File: config.mk
export PLATFORM = sky130hd
export DESIGN_NAME = multicycle_controller
export DESIGN_NICKNAME = d
export VERILOG_FILES = /design/src/rtl/riscv_ctrl_pkg.sv /design/src/rtl/imm_src_decoder.sv /design/src/rtl/multicycle_controller.sv
export SDC_FILE = /design/constraint.sdc
export NUM_CORES = 1
export LEC_CHECK = 0
export CAP_MARGIN = 10
export CORE_MARGIN = 2
export CORE_UTILIZATION = 49
export DETAILED_ROUTE_END_ITERATION = 12
export MAX_ROUTING_LAYER = met4
export PLACE_DENSITY_LB_ADDON = 0.08
export SETUP_SLACK_MARGIN = 0.02
export SYNTH_ARGS = -nofsm -noshare
export SYNTH_HDL_FRONTEND = slang
export SYNTH_SLANG_ARGS = --single-unit
File: constraint.sdc
create_clock -name clk -period 2.55 [get_ports clk]
set_input_delay 0.51 -clock clk [delete_from_list [all_inputs] [get_ports clk]]
set_output_delay 0.51 -clock clk [all_outputs]
set_load 0.005 [all_outputs]
File: src/rtl/riscv_ctrl_pkg.sv
// ============================================================================
// Module   : riscv_ctrl_pkg
// Purpose  : Shared state, opcode and mux-select encodings for the multicycle
//            RV32I controller, plus the per-state Moore output table.
// Revision : 1.0 - initial release
// ============================================================================
`default_nettype none

package riscv_ctrl_pkg;

    typedef enum logic [3:0] {
        FETCH    = 4'd0,
        DECODE   = 4'd1,
        MEMADR   = 4'd2,
        MEMREAD  = 4'd3,
        MEMWB    = 4'd4,
        MEMWRITE = 4'd5,
        EXECR    = 4'd6,
        EXECI    = 4'd7,
        ALUWB    = 4'd8,
        BEQ      = 4'd9,
        JAL      = 4'd10,
        TRAP     = 4'd11
    } state_e;

    localparam logic [6:0] OP_LOAD   = 7'd3;
    localparam logic [6:0] OP_STORE  = 7'd35;
    localparam logic [6:0] OP_RTYPE  = 7'd51;
    localparam logic [6:0] OP_ITYPE  = 7'd19;
    localparam logic [6:0] OP_BRANCH = 7'd99;
    localparam logic [6:0] OP_JAL    = 7'd111;

    typedef enum logic [1:0] {
        RES_ALUOUT    = 2'b00,
        RES_DATA      = 2'b01,
        RES_ALURESULT = 2'b10
    } result_src_e;

    typedef enum logic [1:0] {
        SRCA_PC    = 2'b00,
        SRCA_OLDPC = 2'b01,
        SRCA_RS1   = 2'b10
    } alu_src_a_e;

    typedef enum logic [1:0] {
        SRCB_RS2  = 2'b00,
        SRCB_IMM  = 2'b01,
        SRCB_FOUR = 2'b10
    } alu_src_b_e;

    typedef enum logic [1:0] {
        ALUOP_ADD   = 2'b00,
        ALUOP_SUB   = 2'b01,
        ALUOP_FUNCT = 2'b10
    } alu_op_e;

    typedef enum logic [1:0] {
        IMM_I = 2'b00,
        IMM_S = 2'b01,
        IMM_B = 2'b10,
        IMM_J = 2'b11
    } imm_src_e;

    typedef struct packed {
        logic        adr_src;
        logic        mem_write;
        logic        reg_write;
        logic        branch;
        logic        pc_update;
        logic        fetch;
        result_src_e result_src;
        alu_src_a_e  alu_src_a;
        alu_src_b_e  alu_src_b;
        alu_op_e     alu_op;
    } ctrl_t;

    // Moore outputs of each state; FETCH enables are qualified by mem_ready later
    function automatic ctrl_t state_ctrl(input state_e s);
        ctrl_t c;
        c = '0;
        case (s)
            FETCH: begin
                c.fetch      = 1'b1;
                c.result_src = RES_ALURESULT;
                c.alu_src_b  = SRCB_FOUR;
            end
            DECODE: begin
                c.alu_src_a = SRCA_OLDPC;
                c.alu_src_b = SRCB_IMM;
            end
            MEMADR: begin
                c.alu_src_a = SRCA_RS1;
                c.alu_src_b = SRCB_IMM;
            end
            MEMREAD:  c.adr_src = 1'b1;
            MEMWRITE: begin
                c.adr_src   = 1'b1;
                c.mem_write = 1'b1;
            end
            MEMWB: begin
                c.result_src = RES_DATA;
                c.reg_write  = 1'b1;
            end
            EXECR: begin
                c.alu_src_a = SRCA_RS1;
                c.alu_op    = ALUOP_FUNCT;
            end
            EXECI: begin
                c.alu_src_a = SRCA_RS1;
                c.alu_src_b = SRCB_IMM;
                c.alu_op    = ALUOP_FUNCT;
            end
            ALUWB: c.reg_write = 1'b1;
            BEQ: begin
                c.alu_src_a = SRCA_RS1;
                c.alu_op    = ALUOP_SUB;
                c.branch    = 1'b1;
            end
            JAL: begin
                c.alu_src_a = SRCA_OLDPC;
                c.alu_src_b = SRCB_FOUR;
                c.pc_update = 1'b1;
            end
            default: c = '0;
        endcase
        return c;
    endfunction

endpackage

`default_nettype wire

File: src/rtl/imm_src_decoder.sv
// ============================================================================
// Module   : imm_src_decoder
// Purpose  : Combinational opcode to immediate-format select; unknown -> I.
// Revision : 1.0 - initial release
// ============================================================================
`default_nettype none

module imm_src_decoder
    import riscv_ctrl_pkg::*;
(
    input  logic [6:0] op,
    output logic [1:0] imm_src
);

    always_comb begin
        imm_src = IMM_I;
        case (op)
            OP_STORE:  imm_src = IMM_S;
            OP_BRANCH: imm_src = IMM_B;
            OP_JAL:    imm_src = IMM_J;
            default:   imm_src = IMM_I;
        endcase
    end

endmodule

`default_nettype wire

File: src/rtl/multicycle_controller.sv
// ============================================================================
// Module   : multicycle_controller
// Purpose  : Multicycle RV32I control FSM with memory-ready stalls.
//            Optional ILLEGAL_TRAP_EN macro routes unknown opcodes to TRAP.
// Revision : 1.0 - initial release
// ============================================================================
`default_nettype none

module multicycle_controller
    import riscv_ctrl_pkg::*;
#(
    parameter int STATE_W = 4
) (
    input  logic               clk,
    input  logic               reset,
    input  logic [6:0]         op,
    input  logic               zero,
    input  logic               mem_ready,
    output logic               PCWrite,
    output logic               AdrSrc,
    output logic               MemWrite,
    output logic               IRWrite,
    output logic [1:0]         ResultSrc,
    output logic [1:0]         ALUSrcA,
    output logic [1:0]         ALUSrcB,
    output logic [1:0]         ALUop,
    output logic [1:0]         ImmSrc,
    output logic               RegWrite,
    output logic               illegal,
    output logic [STATE_W-1:0] state
);

    state_e r_state;
    state_e w_next;
    ctrl_t  r_ctrl;

    always_comb begin
        w_next = FETCH;
        case (r_state)
            FETCH:    w_next = mem_ready ? DECODE : FETCH;
            DECODE: begin
                case (op)
                    OP_LOAD, OP_STORE: w_next = MEMADR;
                    OP_RTYPE:          w_next = EXECR;
                    OP_ITYPE:          w_next = EXECI;
                    OP_BRANCH:         w_next = BEQ;
                    OP_JAL:            w_next = JAL;
`ifdef ILLEGAL_TRAP_EN
                    default:           w_next = TRAP;
`else
                    default:           w_next = FETCH;
`endif
                endcase
            end
            MEMADR:   w_next = (op == OP_STORE) ? MEMWRITE : MEMREAD;
            MEMREAD:  w_next = mem_ready ? MEMWB : MEMREAD;
            MEMWRITE: w_next = mem_ready ? FETCH : MEMWRITE;
            MEMWB:    w_next = FETCH;
            EXECR:    w_next = ALUWB;
            EXECI:    w_next = ALUWB;
            JAL:      w_next = ALUWB;
            ALUWB:    w_next = FETCH;
            BEQ:      w_next = FETCH;
`ifdef ILLEGAL_TRAP_EN
            TRAP:     w_next = TRAP;
`endif
            default:  w_next = FETCH;
        endcase
    end

    // Moore outputs are registered from the next state so they line up with it
    always_ff @(posedge clk) begin
        if (reset) begin
            r_state <= FETCH;
            r_ctrl  <= state_ctrl(FETCH);
        end else begin
            r_state <= w_next;
            r_ctrl  <= state_ctrl(w_next);
        end
    end

    assign PCWrite   = ~reset & (r_ctrl.pc_update | (r_ctrl.fetch & mem_ready)
                                 | (r_ctrl.branch & zero));
    assign IRWrite   = ~reset & r_ctrl.fetch & mem_ready;
    assign MemWrite  = ~reset & r_ctrl.mem_write;
    assign RegWrite  = ~reset & r_ctrl.reg_write;
    assign AdrSrc    = r_ctrl.adr_src;
    assign ResultSrc = r_ctrl.result_src;
    assign ALUSrcA   = r_ctrl.alu_src_a;
    assign ALUSrcB   = r_ctrl.alu_src_b;
    assign ALUop     = r_ctrl.alu_op;
    assign state     = reset ? '0 : STATE_W'(r_state);

`ifdef ILLEGAL_TRAP_EN
    assign illegal = ~reset & (r_state == TRAP);
`else
    assign illegal = 1'b0;
`endif

    imm_src_decoder u_imm_src_decoder (
        .op      (op),
        .imm_src (ImmSrc)
    );

endmodule

`default_nettype wire

==> results.toml, run 1 <==
[logic_synthesis]
synth_edf_count = 0
synthFlopType = "dfxtp_1"
ys_ff_latch = 16
syn_area_um2 = 992
yosysUniqueCellTypes = 43
avgSynthCellArea_um2 = 9.02
synth_top_area_cell = "dfxtp_1"
syn_nets = 121
post_synth_inst_count = 110
synth_top_area_share_pct = 32.3
ys_top_cells_by_area = "dfxtp_1, buf_4, nor2_1"
synth_warnings = 0
yosysSeqAreaShare_pct = 32.3
async_reset_ff_share_pct = 0

[cts]
clockBufferDepth = 2
clk_latency_ps = 280
clockRootBuffer = "clkbuf_4"
cts_buffers = 3
cts_setup_buffers = 0
cts.sinks = 16
path_clk_slew_ps = 90
hold_buffers = 0
post_cts_resized = 6
htree_levels = 1
cts_tree = "yes"

[critical_path]
crit_type = "input port to output port"
r2r_slack_ps = 730
crit_fanout = 3
worst_setup_path_end_kind = "output port"
rr_endpoint = "ALUSrcB[0]"
crit_required_ps = 2040
critPathArrivalTime_ps = 1930
critPathSlowestCell = "clkdlybuf4s50_1"
start_kind = "input port"
cp_num_buf_inv = 2
reg2reg_from = "r_state[1]"
crit_top_cell = "clkdlybuf4s50_1"
slowest_delay_ps = 510
cpLargestDelayFamily = "buffers and inverters"
crit_chain = "clkdlybuf4s50_1, or3_4, a21oi_1, clkdlybuf4s50_1"
reg2reg_depth = 5

[worst_hold_path]
hp-class = "flip-flop to flip-flop"
hold_depth = 3
hold_end = "r_state[3]"
min-delay-start = "r_state[1]"

[route]
wl_met2_um = 1030
wl_met3_um = 102
routedWlPerCell_um = 12.2
antenna_left = 0
routed_wl_um = 2060
drc = 0
via_per_inst = 4.96
highest_layer = "met4"
dr.pass1.iters = 3
dr.first_iter.drc_count = 7
wirelength_met1_um = 915
vias = 839

[final_layout]
final_area_mm2 = 0.00134
fin_nets = 154
drive_gt1_share_pct = 20.4
antenna_cells = 0
syn_to_final_growth_pct = 34.8
final_cells = 169

[placement]
numPortBuffers = 29
dp_hpwl_um = 1650
finalWeightedCongestion = 0.816
dp_cells = 165
place_area_mm2 = 0.00131

[power]
ir_worst_vdd_uv = 411
p_leak_nw = 0.543
power_density_mw_per_mm2 = 382
power.total_uw = 510

[run_status]
status = "finished, final reports clean"

[global_route]
grt_start_max_net_pins = 19
grt_pass1_wl_um = 3400
grt-ovfl-total = 0
first_global_vias = 793
grt_use_total_pct = 18.8
antenna_found_initial = 0

[sta]
tns_ps = 0
min_period_over_period_pct = 95.7
worst_hold_slack_ps = 832
setup_viol = 0
period_needed_ps = 2440
grt_setup_unrepaired = "no"
hold_viol_final = 0
fin_worst_skew_ps = 1.05
fmax_ghz = 0.410
relSlewSlack_pct = 64.2
slew_viol_final = 0
tightest_slew_ps = 535

[die]
rows = 16
fp.dieArea_mm2 = 0.00240
die_h_um = 49
start_util_pct = 51.1
coreArea_mm2 = 0.00194
pin_count = 31
die_w_um = 49

[flow_run]
cap_violations = 0
[routing by layer]
layer,track usage (%),vias up
met1,20.3,383
met2,34.7,21
li1,-,433
met3,5.21,2
met5,-,-
met4,2.86,0
[Yosys cell counts, types with 2 or more instances]
library cell / number
a21oi_1: 8
and3b_1: 2
nor2b_1: 6
buf_4: 9
nand3_1: 3
buf_6: 2
inv_1: 4
nand2b_1: 6
nand2_1: 5
nor2_1: 12
nand3b_1: 3
nor3b_1: 2
nor3_1: 3
dfxtp_1: 16
[state kept, by name, summed over array words and instances, names as in the netlist]
name       flops
AdrSrc         1
r_state        4
ALUSrcA        2
r_ctrl         5
ALUSrcB        2
ALUop          1
ResultSrc      1
[worst min-delay path, stage by stage, from the launching register on]
cell and delay (ps):
dfxtp_1 390, o21ai_0 160, o21a_1 180, nor2_1 60
[layout by cell type (no fill, tap or decap), types with 2 or more instances in the layout]
cell             instances
clkdlybuf4s50_1         23
dfxtp_1                 16
nor2_1                  12
buf_4                   12
a21oi_1                  8
nor2b_1                  6
nand2b_1                 6
dlygate4sd2_1            6
nand2_1                  5
inv_1                    4
nand3_1                  3
nand3b_1                 3
nor3_1                   3
clkbuf_4                 3
and3b_1                  2
nor3b_1                  2
[stage by stage]
step / worst slack (ps) / util (%)
floorplan: 850 / -
global placement: -46.2 / 67.4
detailed placement: -97.8 / 67.4
CTS: 95.7 / 68.9
global route: 34.1 / 68.9
finish: 109 / 68.9
[report_power, final]
part | internal (mW) | total, mW | switching, mW | leakage [nW]
logic | 0.0492 | 0.0879 | 0.0387 | 0.392
registers | 0.255 | 0.259 | 0.00385 | 0.130
clock network | 0.0869 | 0.163 | 0.0765 | 0.0210
total | 0.391 | 0.510 | 0.119 | 0.543
[cells by family (layout without fill, tap and decap cells)]
logic type / count (synthesis) / count (layout) / share of synthesized area (%)
mux: 1 / 1 / 1.01
compound gates: 19 / 19 / 17.4
flops: 16 / 16 / 32.3
other cells: 1 / 1 / 0.378
xor+xnor: 2 / 2 / 1.77
buf+inv: 17 / 49 / 11.3
simple gates: 54 / 54 / 35.8
[how the worst max path moves through the flow]
stage	startpoint	end	slack, ps	cells after the start
after global placement	op[5]	ImmSrc[1]	-50	5
after global routing	op[6]	ImmSrc[0]	30	5
final	op[6]	ImmSrc[0]	110	4
after CTS	op[6]	ImmSrc[0]	100	4
after floorplan	op[2]	ALUSrcA[1]	850	6
after detailed placement	op[5]	ImmSrc[1]	-100	5
[cell type report]
cell class	instances	area, um^2
clock buffers	4	36.3
repair buffers	41	373
inverters	4	15.0
multi-input cells	77	559
well taps	27	33.8
fillers	185	604
flip-flops and latches	16	320
Power figures use the tool's default switching activity.
==> run 2: changes to the inputs <==
--- a/config.mk
+++ b/config.mk
@@ -7,7 +7,7 @@
 export LEC_CHECK = 0
 export CAP_MARGIN = 10
 export CORE_MARGIN = 2
-export CORE_UTILIZATION = 49
+export CORE_UTILIZATION = 31
 export DETAILED_ROUTE_END_ITERATION = 12
 export MAX_ROUTING_LAYER = met4
 export PLACE_DENSITY_LB_ADDON = 0.08
==> results.toml, run 2 (synthesis results as in run 1) <==
[critical_path]
critPathSlowestCell = "clkdlybuf4s50_1"
slowest_delay_ps = 520
cpLargestDelayFamily = "buffers and inverters"
crit_fanout = 3
start_kind = "input port"
worst_setup_path_end_kind = "output port"
cp_num_buf_inv = 2
r2r_slack_ps = 660
crit_type = "input port to output port"
critPathArrivalTime_ps = 1940
crit_required_ps = 2040
crit_chain = "clkdlybuf4s50_1, or3_4, a21oi_1, clkdlybuf4s50_1"
crit_top_cell = "clkdlybuf4s50_1"

[sta]
fmax_ghz = 0.408
slew_viol_final = 0
setup_viol = 0
relSlewSlack_pct = 59.1
fin_worst_skew_ps = 0.588
tightest_slew_ps = 612
period_needed_ps = 2450
hold_viol_final = 0
min_period_over_period_pct = 96.2
worst_hold_slack_ps = 860
grt_setup_unrepaired = "no"

[die]
fp.dieArea_mm2 = 0.00367
die_w_um = 60.6
pin_count = 31
die_h_um = 60.6
start_util_pct = 32.5
rows = 20
coreArea_mm2 = 0.00305

[route]
routed_wl_um = 2060
via_per_inst = 4.57
dr.pass1.iters = 3
dr.first_iter.drc_count = 10
drc = 0
routedWlPerCell_um = 11.2
vias = 845
antenna_left = 0

[final_layout]
drive_gt1_share_pct = 19.9
regMostFlops = "r_ctrl"
final_cells = 185
largest_register_ffs = 5
reg_top3 = "r_ctrl (5), r_state (4)"
fin_nets = 153
mostFrequentLayoutCell = "clkdlybuf4s50_1"
fillers = 330
antenna_cells = 0
layout_common_cells = "clkdlybuf4s50_1, dfxtp_1, nor2_1, buf_4, a21oi_1"
syn_to_final_growth_pct = 36.2

[power]
power_density_mw_per_mm2 = 382
p_leak_nw = 0.537
power.total_uw = 516
ir_worst_vdd_uv = 150

[global_route]
grt_pass1_wl_um = 3350
grt_use_total_pct = 12.6
grt_start_max_net_pins = 19
first_global_vias = 769
antenna_found_initial = 0
grt-ovfl-total = 0

[run_status]
status = "finished, final reports clean"

[worst_hold_path]
hp-class = "flip-flop to flip-flop"

[cts]
cts_tree = "yes"
htree_levels = 1
cts.sinks = 16
path_clk_slew_ps = 90
clk_latency_ps = 290
cts_buffers = 3
cts_setup_buffers = 0
clockRootBuffer = "clkbuf_4"
clockBufferDepth = 2

[placement]
dp_hpwl_um = 1540
numPortBuffers = 29
dp_cells = 181
finalWeightedCongestion = 0.776

[flow_run]
cap_violations = 0
-- run 2: cell count changes in the layout (fill, tap and decap cells not counted) --
cell / before / now
buf_4: 12 / 11
-- run 2: power breakdown --
part           internal (mW)  total [mW]  switching, mW
Sequential             0.255       0.259        0.00381
Clock                 0.0870       0.169         0.0823
Combinational         0.0492      0.0882         0.0390
Total                  0.391       0.516          0.125
-- run 2: timing repair --
item,in CTS,in global routing
endpoints found under the setup margin,2,0
hold buffers,0,0
resized for setup,6,0
-- run 2: cell type report --
type	instances	area, um^2	share of cell area [%]
Inverter	4	15.0	1.11
Sequential cell	16	320	23.7
Tap cell	44	55.1	4.07
Clock buffer	4	36.3	2.69
Timing Repair Buffer	40	365	27.0
Multi-Input combinational cell	77	559	41.4
-- run 2: per-stage QoR --
stage / instance area (um^2) / worst slack [ps] / setup TNS, ps / utilization [%]
after CTS: 1350 / 91.3 / 0 / 44.3
after floorplan: 992 / 850 / 0 / -
final: 1350 / 97.4 / 0 / 44.3
after global placement: 1320 / -70.9 / -70.9 / 43.3
after detailed placement: 1320 / -78.4 / -78.4 / 43.3
after global routing: 1350 / 29.0 / 0 / 44.3
-- run 2: final timing paths --
| path | start | end | cells after the start |
|---|---|---|---|
| max | op[6] | ImmSrc[0] | 4 |
| min | r_state[1] | r_state[3] | 3 |
| max reg2reg | r_state[1] | ALUSrcB[0] | 5 |
| min reg2reg | r_state[1] | r_state[3] | 3 |
-- run 2: worst reg2reg max path: cells and delay by family (launching register included) --
family	cells	cell delay, ps
compound gates	2	740
xor+xnor	1	170
flops	1	460
simple gates	2	430
-- run 2: metal layers --
layer | track usage [%] | wire length [um] | up-vias
li1 | - | - | 433
met1 | 14.7 | 950 | 386
met2 | 21.4 | 1010 | 24
met3 | 1.28 | 81 | 2
met4 | 6.52 | 18 | 0
met5 | - | 0 | -
